$ cat config.mk
export PLATFORM = sky130hd
export DESIGN_NAME = fpu_sqrt_arbiter
export DESIGN_NICKNAME = d
export VERILOG_FILES = /design/src/rtl/fpu_sqrt_arbiter.sv
export SDC_FILE = /design/constraint.sdc
export NUM_CORES = 1
export LEC_CHECK = 0
export CORE_AREA = 2 2 131 133
export CTS_CLUSTER_SIZE = 30
export DETAILED_ROUTE_END_ITERATION = 7
export DIE_AREA = 0 0 133 135
export GPL_TIMING_DRIVEN = 0
export RECOVER_POWER = 25
export SETUP_SLACK_MARGIN = 0.4
export SKIP_LAST_GASP = 1
export SLEW_MARGIN = 30
export SYNTH_ARGS = -nofsm -noshare
export SYNTH_HDL_FRONTEND = slang
export SYNTH_SLANG_ARGS = --single-unit
$ cat constraint.sdc
create_clock -name clk -period 5.6 [get_ports clk]
set_clock_uncertainty 0.1 [all_clocks]
set_input_delay 0.56 -clock clk [delete_from_list [all_inputs] [get_ports clk]]
set_output_delay 0.56 -clock clk [all_outputs]
set_load 0.02 [all_outputs]
$ cat src/rtl/fpu_sqrt_arbiter.sv
// rtl/fpu_sqrt_arbiter.sv - round-robin sharing of one pipelined FP sqrt unit
//
// Purpose: arbitrates NUM_REQS requesters into a one-entry issue register that
// feeds a shared sqrt unit, tags each operation with its requester index, and
// bounds the number of in-flight operations. Responses are steered back
// combinationally by the index carried in the returned tag.
//
// Ports:
//   clk, reset                      clock, asynchronous active-high reset
//   req_valid/req_ready             per-requester request handshake
//   req_data/req_frm/req_tag        per-requester operand, rounding mode, tag
//   unit_valid_in/unit_ready_in     issue handshake to the shared unit
//   unit_data/unit_frm/unit_tag     issued operand, rounding mode, {index, tag}
//   unit_valid_out/unit_ready_out   result handshake from the shared unit
//   unit_result/unit_fflags         result and exception flags
//   unit_tag_out                    returned {index, tag}
//   rsp_valid/rsp_ready             per-requester response handshake
//   rsp_result/rsp_fflags/rsp_tag   shared response buses
//   pending_count                   operations issued and not yet returned

module fpu_sqrt_arbiter #(
    parameter int NUM_REQS     = 4,
    parameter int TAG_WIDTH    = 8,
    parameter int MAX_PENDING  = 8,
    parameter int REQ_SEL_BITS = (NUM_REQS > 1) ? $clog2(NUM_REQS) : 1,
    localparam int UTAG_W      = REQ_SEL_BITS + TAG_WIDTH,
    localparam int CNT_W       = $clog2(MAX_PENDING + 1)
) (
    input  logic                                clk,
    input  logic                                reset,
    input  logic [NUM_REQS-1:0]                 req_valid,
    output logic [NUM_REQS-1:0]                 req_ready,
    input  logic [NUM_REQS-1:0][31:0]           req_data,
    input  logic [NUM_REQS-1:0][2:0]            req_frm,
    input  logic [NUM_REQS-1:0][TAG_WIDTH-1:0]  req_tag,
    output logic                                unit_valid_in,
    input  logic                                unit_ready_in,
    output logic [31:0]                         unit_data,
    output logic [2:0]                          unit_frm,
    output logic [UTAG_W-1:0]                   unit_tag,
    input  logic                                unit_valid_out,
    output logic                                unit_ready_out,
    input  logic [31:0]                         unit_result,
    input  logic [4:0]                          unit_fflags,
    input  logic [UTAG_W-1:0]                   unit_tag_out,
    output logic [NUM_REQS-1:0]                 rsp_valid,
    input  logic [NUM_REQS-1:0]                 rsp_ready,
    output logic [31:0]                         rsp_result,
    output logic [4:0]                          rsp_fflags,
    output logic [TAG_WIDTH-1:0]                rsp_tag,
    output logic [CNT_W-1:0]                    pending_count
);

    localparam logic [CNT_W:0] MAX_P = (CNT_W + 1)'(MAX_PENDING);

    // Issue register
    logic                     valid_q, valid_d;
    logic [REQ_SEL_BITS-1:0]  idx_q, idx_d;
    logic [31:0]              data_q, data_d;
    logic [2:0]               frm_q, frm_d;
    logic [TAG_WIDTH-1:0]     tag_q, tag_d;

    logic [REQ_SEL_BITS-1:0]  rr_ptr_q, rr_ptr_d;
    logic [CNT_W-1:0]         pending_q, pending_d;

    logic                     fire;
    logic                     load_ok;
    logic                     load;
    logic [CNT_W:0]           occupancy;
    logic                     grant_found;
    logic [REQ_SEL_BITS-1:0]  grant_idx;
    logic [REQ_SEL_BITS-1:0]  cand;

    logic [REQ_SEL_BITS-1:0]  rsp_idx;
    logic                     rsp_fire;
    logic                     dec;

    assign fire = valid_q & unit_ready_in;

    // The occupied register counts against the limit even while it fires: the
    // firing operation moves into pending_count on the same edge, so the sum
    // pending + occupied never exceeds MAX_PENDING after the load.
    assign occupancy = {1'b0, pending_q} + {{CNT_W{1'b0}}, valid_q};
    assign load_ok   = (~valid_q | fire) & (occupancy < MAX_P);

    // Round-robin scan starting at rr_ptr
    always_comb begin
        grant_found = 1'b0;
        grant_idx   = '0;
        cand        = '0;
        for (int k = 0; k < NUM_REQS; k++) begin
            cand = REQ_SEL_BITS'((int'(rr_ptr_q) + k) % NUM_REQS);
            if (!grant_found && req_valid[cand]) begin
                grant_found = 1'b1;
                grant_idx   = cand;
            end
        end
    end

    assign load = load_ok & grant_found;

    always_comb begin
        req_ready = '0;
        for (int i = 0; i < NUM_REQS; i++) begin
            req_ready[i] = load && (grant_idx == REQ_SEL_BITS'(i));
        end
    end

    always_comb begin
        rr_ptr_d = rr_ptr_q;
        if (load) begin
            rr_ptr_d = (int'(grant_idx) == NUM_REQS - 1) ? '0
                                                         : grant_idx + REQ_SEL_BITS'(1);
        end
    end

    always_comb begin
        valid_d = valid_q;
        idx_d   = idx_q;
        data_d  = data_q;
        frm_d   = frm_q;
        tag_d   = tag_q;
        if (load) begin
            valid_d = 1'b1;
            idx_d   = grant_idx;
            data_d  = req_data[grant_idx];
            frm_d   = req_frm[grant_idx];
            tag_d   = req_tag[grant_idx];
        end else if (fire) begin
            valid_d = 1'b0;
        end
    end

    // Response steering; an out-of-range index is drained with ready held high
    assign rsp_idx = unit_tag_out[UTAG_W-1 -: REQ_SEL_BITS];

    always_comb begin
        rsp_valid      = '0;
        unit_ready_out = 1'b1;
        for (int j = 0; j < NUM_REQS; j++) begin
            if (rsp_idx == REQ_SEL_BITS'(j)) begin
                rsp_valid[j]   = unit_valid_out;
                unit_ready_out = rsp_ready[j];
            end
        end
    end

    assign rsp_fire = unit_valid_out & unit_ready_out;
    // Responses that outlive a reset still drain but must not wrap the counter
    assign dec      = rsp_fire & (pending_q != '0);

    always_comb begin
        pending_d = pending_q;
        if (fire && !dec) begin
            pending_d = pending_q + CNT_W'(1);
        end else if (dec && !fire) begin
            pending_d = pending_q - CNT_W'(1);
        end
    end

    always_ff @(posedge clk or posedge reset) begin
        if (reset) begin
            valid_q   <= 1'b0;
            idx_q     <= '0;
            data_q    <= '0;
            frm_q     <= '0;
            tag_q     <= '0;
            rr_ptr_q  <= '0;
            pending_q <= '0;
        end else begin
            valid_q   <= valid_d;
            idx_q     <= idx_d;
            data_q    <= data_d;
            frm_q     <= frm_d;
            tag_q     <= tag_d;
            rr_ptr_q  <= rr_ptr_d;
            pending_q <= pending_d;
        end
    end

    assign unit_valid_in = valid_q;
    assign unit_data     = data_q;
    assign unit_frm      = frm_q;
    assign unit_tag      = {idx_q, tag_q};
    assign rsp_result    = unit_result;
    assign rsp_fflags    = unit_fflags;
    assign rsp_tag       = unit_tag_out[TAG_WIDTH-1:0];
    assign pending_count = pending_q;

    a_rsp_idx_legal: assert property (@(posedge clk) disable iff (reset)
        unit_valid_out |-> (int'(rsp_idx) < NUM_REQS));

endmodule

==> impl_metrics.toml, run 1 <==
[run_status]
status = "finished with violations"
violations = "max-capacitance violations, max-slew violations"

[global_route]
grt_use_total_pct = 15.9
grt_antenna_before_repair = 0
grt_pass1_vias = 4188
grt_max_degree = 29
grt-ovfl-total = 0
grt_pass1_wl_mm = 22.5

[cells_and_area]
nNetsFinal = 893
fin_cells = 875
area_growth_pct = 90.6
num_antenna_cells = 0
layout-drive-gt1-share_pct = 10.8

[power]
powerDensity_nw_per_um2 = 408
clkPwrFrac_pct = 11.2
p_comb_share_pct = 64.3
swShare_pct = 42.1
p_int_w = 0.00165
leakagePower_nw = 2.99
ir_drop_mv = 0.183
seqPwrFrac_pct = 24.5
power_switching_w = 0.00120

[timing]
tightest_slew_ns = 1.66
finalCritPeriodShare_pct = 65.1
relSlewSlack_pct = -10.8
rsz0062_at_grt = "false"
hold_ws_ns = 0.381
period_minus_slack_ns = 3.65
setup_tns_ns = 0
setup_violations = 0
hold_viol = 0
fmax_mhz = 274
slew_viol_final = 29

[drt]
drc_errors = 0
routed-via-count = 3881
routed_wl_mm = 14.7
wl_per_cell_um = 16.8
firstDrtPassIters = 4
drt_iter0_drc = 127
via_per_inst = 4.44
ant_nets = 0

[floorplan]
die_w_um = 133
core_area_sq_um = 16400
dieArea_sq_um = 18000
rows = 47
ioPinCount = 335
fp.dieH_um = 135
start_util_pct = 22.3

[placement]
port_buffers = 289
gp_congestion = 0.791
dpl.hpwl_mm = 12.1
place_inst = 867

[cts]
cts_tree = "built"
htreeDepth = 2
clk_pin_slew_ns = 0.07
cts_resized = 0
clk_latency_ns = 0.29
cts_buffer_depth = 2
postCtsSetupBuffers = 0
cts_made_buffers = 5
cts-root-buf = "clkbuf_16"
hold_buffers = 0
cts.sinks = 52

[synthesis]
ys_types = 33
syn_area_per_cell_sq_um = 10.3
yosys_register_bits = 52
synth_warnings = 0
syn_area_sq_um = 3660
yosysSeqAreaShare_pct = 35.5
synth_cells = 357
synth_nets = 596

[critical_path]
start_kind = "primary input"
reg2reg_slack_ns = 3.07
cp.arrival_ns = 2.99
worstSetupPathType = "primary input to output pin"
cp-end-kind = "output pin"
cp_max_fo = 11
cp.required_ns = 4.94

[run]
max-cap-violations = 1

[min_path]
hp-class = "flip-flop to flip-flop"
cell families after synthesis:
kind of cell,synth area share (%)
buffers and inverters,14.5
adders and majority gates,2.94
xor gates and xnor gates,0.956
AOI/OAI and AO/OA,13.5
DFF,35.5
and+or+nand+nor,8.23
muxes,24.4
cell usage after synthesis (all sizes together):
cell	count	area share [%]
buf	60	13
nor2	4	0.41
nor3b	1	0.20
inv	8	0.82
a221oi	1	0.72
nand3	2	0.27
o221ai	43	10
mux4	1	0.61
mux2i	86	23
xnor2	3	0.72
o22ai	2	0.34
and2	5	0.85
o22a	1	0.24
ha	7	2.4
a21oi	4	0.55
o21ai	3	0.41
or4	1	0.20
a211o	1	0.24
and3	1	0.17
a21o	2	0.41
nand2	54	5.5
mux2	1	0.31
xor2	1	0.24
nand2b	2	0.34
and3b	1	0.24
dfrtp	52	36
clkbuf	8	0.92
fa	1	0.55
a221o	1	0.27
power by group through the flow:
stage / sequential, W / combinational [W] / clock, W
6_report: 0.000697 / 0.00183 / 0.000320
5_1_grt: 0.000727 / 0.00199 / 0.000349
4_1_cts: 0.000700 / 0.00187 / 0.000334
3_5_place_dp: 0.000703 / 0.00187 / 0
3_3_place_gp: 0.000694 / 0.00185 / 0
2_1_floorplan: 0.000902 / 0.000848 / 0
layout make-up:
cell class | instances | area (sq um)
Sequential cell | 52 | 1300
Inverter | 8 | 31.3
Tap cell | 220 | 275
Clock buffer | 8 | 146
Multi-Input combinational cell | 229 | 1830
Buffer | 68 | 502
Timing Repair Buffer | 290 | 2900
Fill cell | 1538 | 9420
routing by layer:
layer | wire [um] | GRT usage [%] | vias up
li1 | - | - | 1851
met1 | 5780 | 18.3 | 1821
met2 | 7570 | 29.2 | 191
met3 | 1110 | 4.09 | 18
met4 | 234 | 4.54 | 0
met5 | 0 | 0 | -
cell usage in the layout (no fill, tap or decap), types with 4 or more instances in the layout:
cell type / count
clkbuf_1: 10
nand2_1: 54
a21oi_1: 4
ha_1: 7
mux2i_1: 86
and2_1: 5
clkbuf_16: 5
o221ai_1: 43
inv_1: 7
nor2_1: 4
clkdlybuf4s50_1: 288
buf_4: 51
buf_2: 6
dfrtp_1: 52
worst max-delay path, cell delays in order:
cell and delay [ns]:
clkdlybuf4s50_1 0.48, a21o_1 0.21, a21oi_1 0.13, o22a_1 0.15, buf_4 0.16, buf_8 0.19
buf_12 0.16, inv_1 0.08, ha_1 0.17, and2_1 0.14, clkdlybuf4s50_1 0.55
through the flow:
stage | total power (W) | worst slack [ns] | utilization, % | cell area (sq um)
2_1_floorplan | 0.00175 | 2.98 | - | 3660
3_3_place_gp | 0.00254 | 1.94 | 41.6 | 6830
3_5_place_dp | 0.00257 | 1.92 | 41.8 | 6860
4_1_cts | 0.00291 | 1.91 | 42.7 | 7000
5_1_grt | 0.00307 | 1.81 | 42.6 | 6980
6_report | 0.00285 | 1.95 | 42.6 | 6980
registers in the layout, indices dropped and copies added, names as in the netlist:
signal,cells
unit_valid_in,1
idx_q,2
rr_ptr_q,2
tag_q,8
unit_frm,3
pending_count,4
unit_data,32
worst paths after layout:
check	from	to	cells past startpoint
worst max-delay path	req_valid[0]	req_ready[1]	11
worst min-delay path	idx_q[1]	idx_q[1]	2
worst max register to register	pending_count[0]	pending_count[3]	10
worst min register to register	idx_q[1]	idx_q[1]	2
max in group asynchronous	reset	idx_q[0]	3
min in group asynchronous	reset	unit_data[14]	2
(Power assumes the default switching activity.)
==> run 2, diff against run 1 <==
--- a/config.mk
+++ b/config.mk
@@ -5,11 +5,12 @@
 export SDC_FILE = /design/constraint.sdc
 export NUM_CORES = 1
 export LEC_CHECK = 0
-export CORE_AREA = 2 2 131 133
+export CORE_AREA = 2 2 129 131
 export CTS_CLUSTER_SIZE = 30
 export DETAILED_ROUTE_END_ITERATION = 7
-export DIE_AREA = 0 0 133 135
+export DIE_AREA = 0 0 131 133
 export GPL_TIMING_DRIVEN = 0
+export PLACE_DENSITY = 0.65
 export RECOVER_POWER = 25
 export SETUP_SLACK_MARGIN = 0.4
 export SKIP_LAST_GASP = 1
==> constraint.sdc (replaced) <==
create_clock -name clk -period 3.25 [get_ports clk]
set_clock_uncertainty 0.1 [all_clocks]
set_input_delay 0.325 -clock clk [delete_from_list [all_inputs] [get_ports clk]]
set_output_delay 0.325 -clock clk [all_outputs]
set_load 0.02 [all_outputs]
==> run 2 against run 1 <==
- the run now ends clean
- setup slack worse by 1.4 ns
- first-iteration DRC count shrank 30%
- die area is 3.0% lower
- clock-buffer cell count decreased by 1
- global-route usage down 0.37 points
- critical path depth fell by 1
- cell area is 0.68% higher
- cell count stayed put
- core utilization increased by 0.91 points
- flip-flop and latch count stayed put
- combinational power grew 74%
==> impl_metrics.toml, run 2 (synthesis gave the netlist of run 1 again) <==
[cts]
cts_tree = "built"
cts-root-buf = "clkbuf_16"
cts.sinks = 52
clk_latency_ns = 0.29
cts_made_buffers = 5
htreeDepth = 2
hold_buffers = 0
clk_pin_slew_ns = 0.07
cts_buffer_depth = 2

[power]
powerDensity_nw_per_um2 = 702
swShare_pct = 41.9
leakagePower_nw = 3.04
p_comb_share_pct = 64.5
clkPwrFrac_pct = 11.2
power_switching_w = 0.00206
total_power_w = 0.00493
p_int_w = 0.00287
ir_drop_mv = 0.307
seqPwrFrac_pct = 24.4

[cells_and_area]
multi_input_area_sq_um = 1830
seq_area_sq_um = 1300
final_cell_mix = "281 x clkdlybuf4s50_1, 86 x mux2i_1, 54 x nand2_1"
final_core_util_pct = 43.5
postLayoutCellArea_sq_um = 7030
layout_commonest_cell = "clkdlybuf4s50_1"
layout-drive-gt1-share_pct = 11.6
num_antenna_cells = 0
area_growth_pct = 91.9
nNetsFinal = 894
largest_reg_flops = 32
fillers = 1535

[drt]
routed_wl_mm = 14.4
drc_errors = 0
routed-via-count = 3890
via_per_inst = 4.45
ant_nets = 0
firstDrtPassIters = 4
wl_per_cell_um = 16.4
drt_iter0_drc = 89

[run]
max-cap-violations = 0

[min_path]
min_path_cells = 2
hp-class = "flip-flop to flip-flop"

[timing]
hold_viol = 0
fmax_mhz = 375
tightest_slew_ns = 1.10
rsz0062_at_grt = "false"
relSlewSlack_pct = 26.1
period_minus_slack_ns = 2.67
slew_viol_final = 0
setup_violations = 0
hold_ws_ns = 0.377
finalCritPeriodShare_pct = 82.1
setup_tns_ns = 0

[critical_path]
cp-end-kind = "output pin"
reg2reg_depth = 10
cp.required_ns = 2.82
cp_max_fo = 11
worstSetupPathType = "flip-flop to output pin"
cp.arrival_ns = 2.24
start_kind = "flip-flop"

[global_route]
grt_pass1_vias = 4117
grt_pass1_wl_mm = 21.1
grt-ovfl-total = 0
grt_max_degree = 31
grt_use_total_pct = 15.6
grt_antenna_before_repair = 0

[floorplan]
die_w_um = 131
dieArea_sq_um = 17400
rows = 47
start_util_pct = 22.7
ioPinCount = 335
core_area_sq_um = 16200
fp.dieH_um = 133

[run_status]
status = "completed"

[placement]
dpl.hpwl_mm = 11.9
gp_congestion = 0.769
port_buffers = 289
place_area_sq_um = 6860
[run 2: worst max-delay path: stages, from the launching register on]
cell	delay, ns
dfrtp_1	0.43
a21o_1	0.18
a21oi_1	0.14
o22a_1	0.17
buf_6	0.14
buf_12	0.11
buf_12	0.13
inv_1	0.08
ha_1	0.17
and2_1	0.14
clkdlybuf4s15_2	0.26
[run 2: path summary, 6_finish.rpt]
path                                   from               end  slack, ns
setup reg to reg           pending_count[0]  pending_count[3]       0.68
hold / removal                     idx_q[0]          idx_q[0]       0.38
hold reg to reg                    idx_q[0]          idx_q[0]       0.38
max in group asynchronous             reset       rr_ptr_q[1]       1.80
min in group asynchronous             reset     unit_data[10]       0.60
setup / recovery                rr_ptr_q[1]      req_ready[0]       0.58
[run 2: power by group through the flow]
stage                     clock, W  sequential (W)  combinational [W]
after floorplan                  0         0.00155            0.00146
after global placement           0         0.00119            0.00316
after detailed placement         0         0.00121            0.00322
after CTS                 0.000578         0.00121            0.00323
after global routing      0.000604         0.00125            0.00345
final                     0.000551         0.00120            0.00318
[run 2: metal layers]
metal / share of wire, % / GRT usage [%] / wire length, um / vias up
met1: 37 / 17.4 / 5370 / 1844
met3: 9.1 / 4.12 / 1310 / 10
li1: - / - / - / 1846
met5: 0 / 0 / 0 / -
met4: 0.72 / 2.72 / 103 / 0
met2: 53 / 29.4 / 7570 / 190
[run 2: area by class of cell]
class                   count  share of cell area (%)
inverters                   8                   0.445
flip-flops and latches     52                    18.5
plain buffers              68                    7.26
multi-input cells         229                    26.0
clock buffers               7                    2.17
repair buffers            291                    41.7
well taps                 220                    3.91
[run 2: timing repair]
item	in CTS	in global routing
gates resized for setup	9	5
endpoints found under the setup margin	4	5
buffers inserted	1	0
[run 2: per-stage QoR]
step | std cells | setup slack (ns)
finish | 875 | 0.583
CTS | 875 | 0.400
floorplan | 357 | 0.743
detailed placement | 867 | 0.0182
global placement | 866 | 0.0538
global route | 875 | 0.447
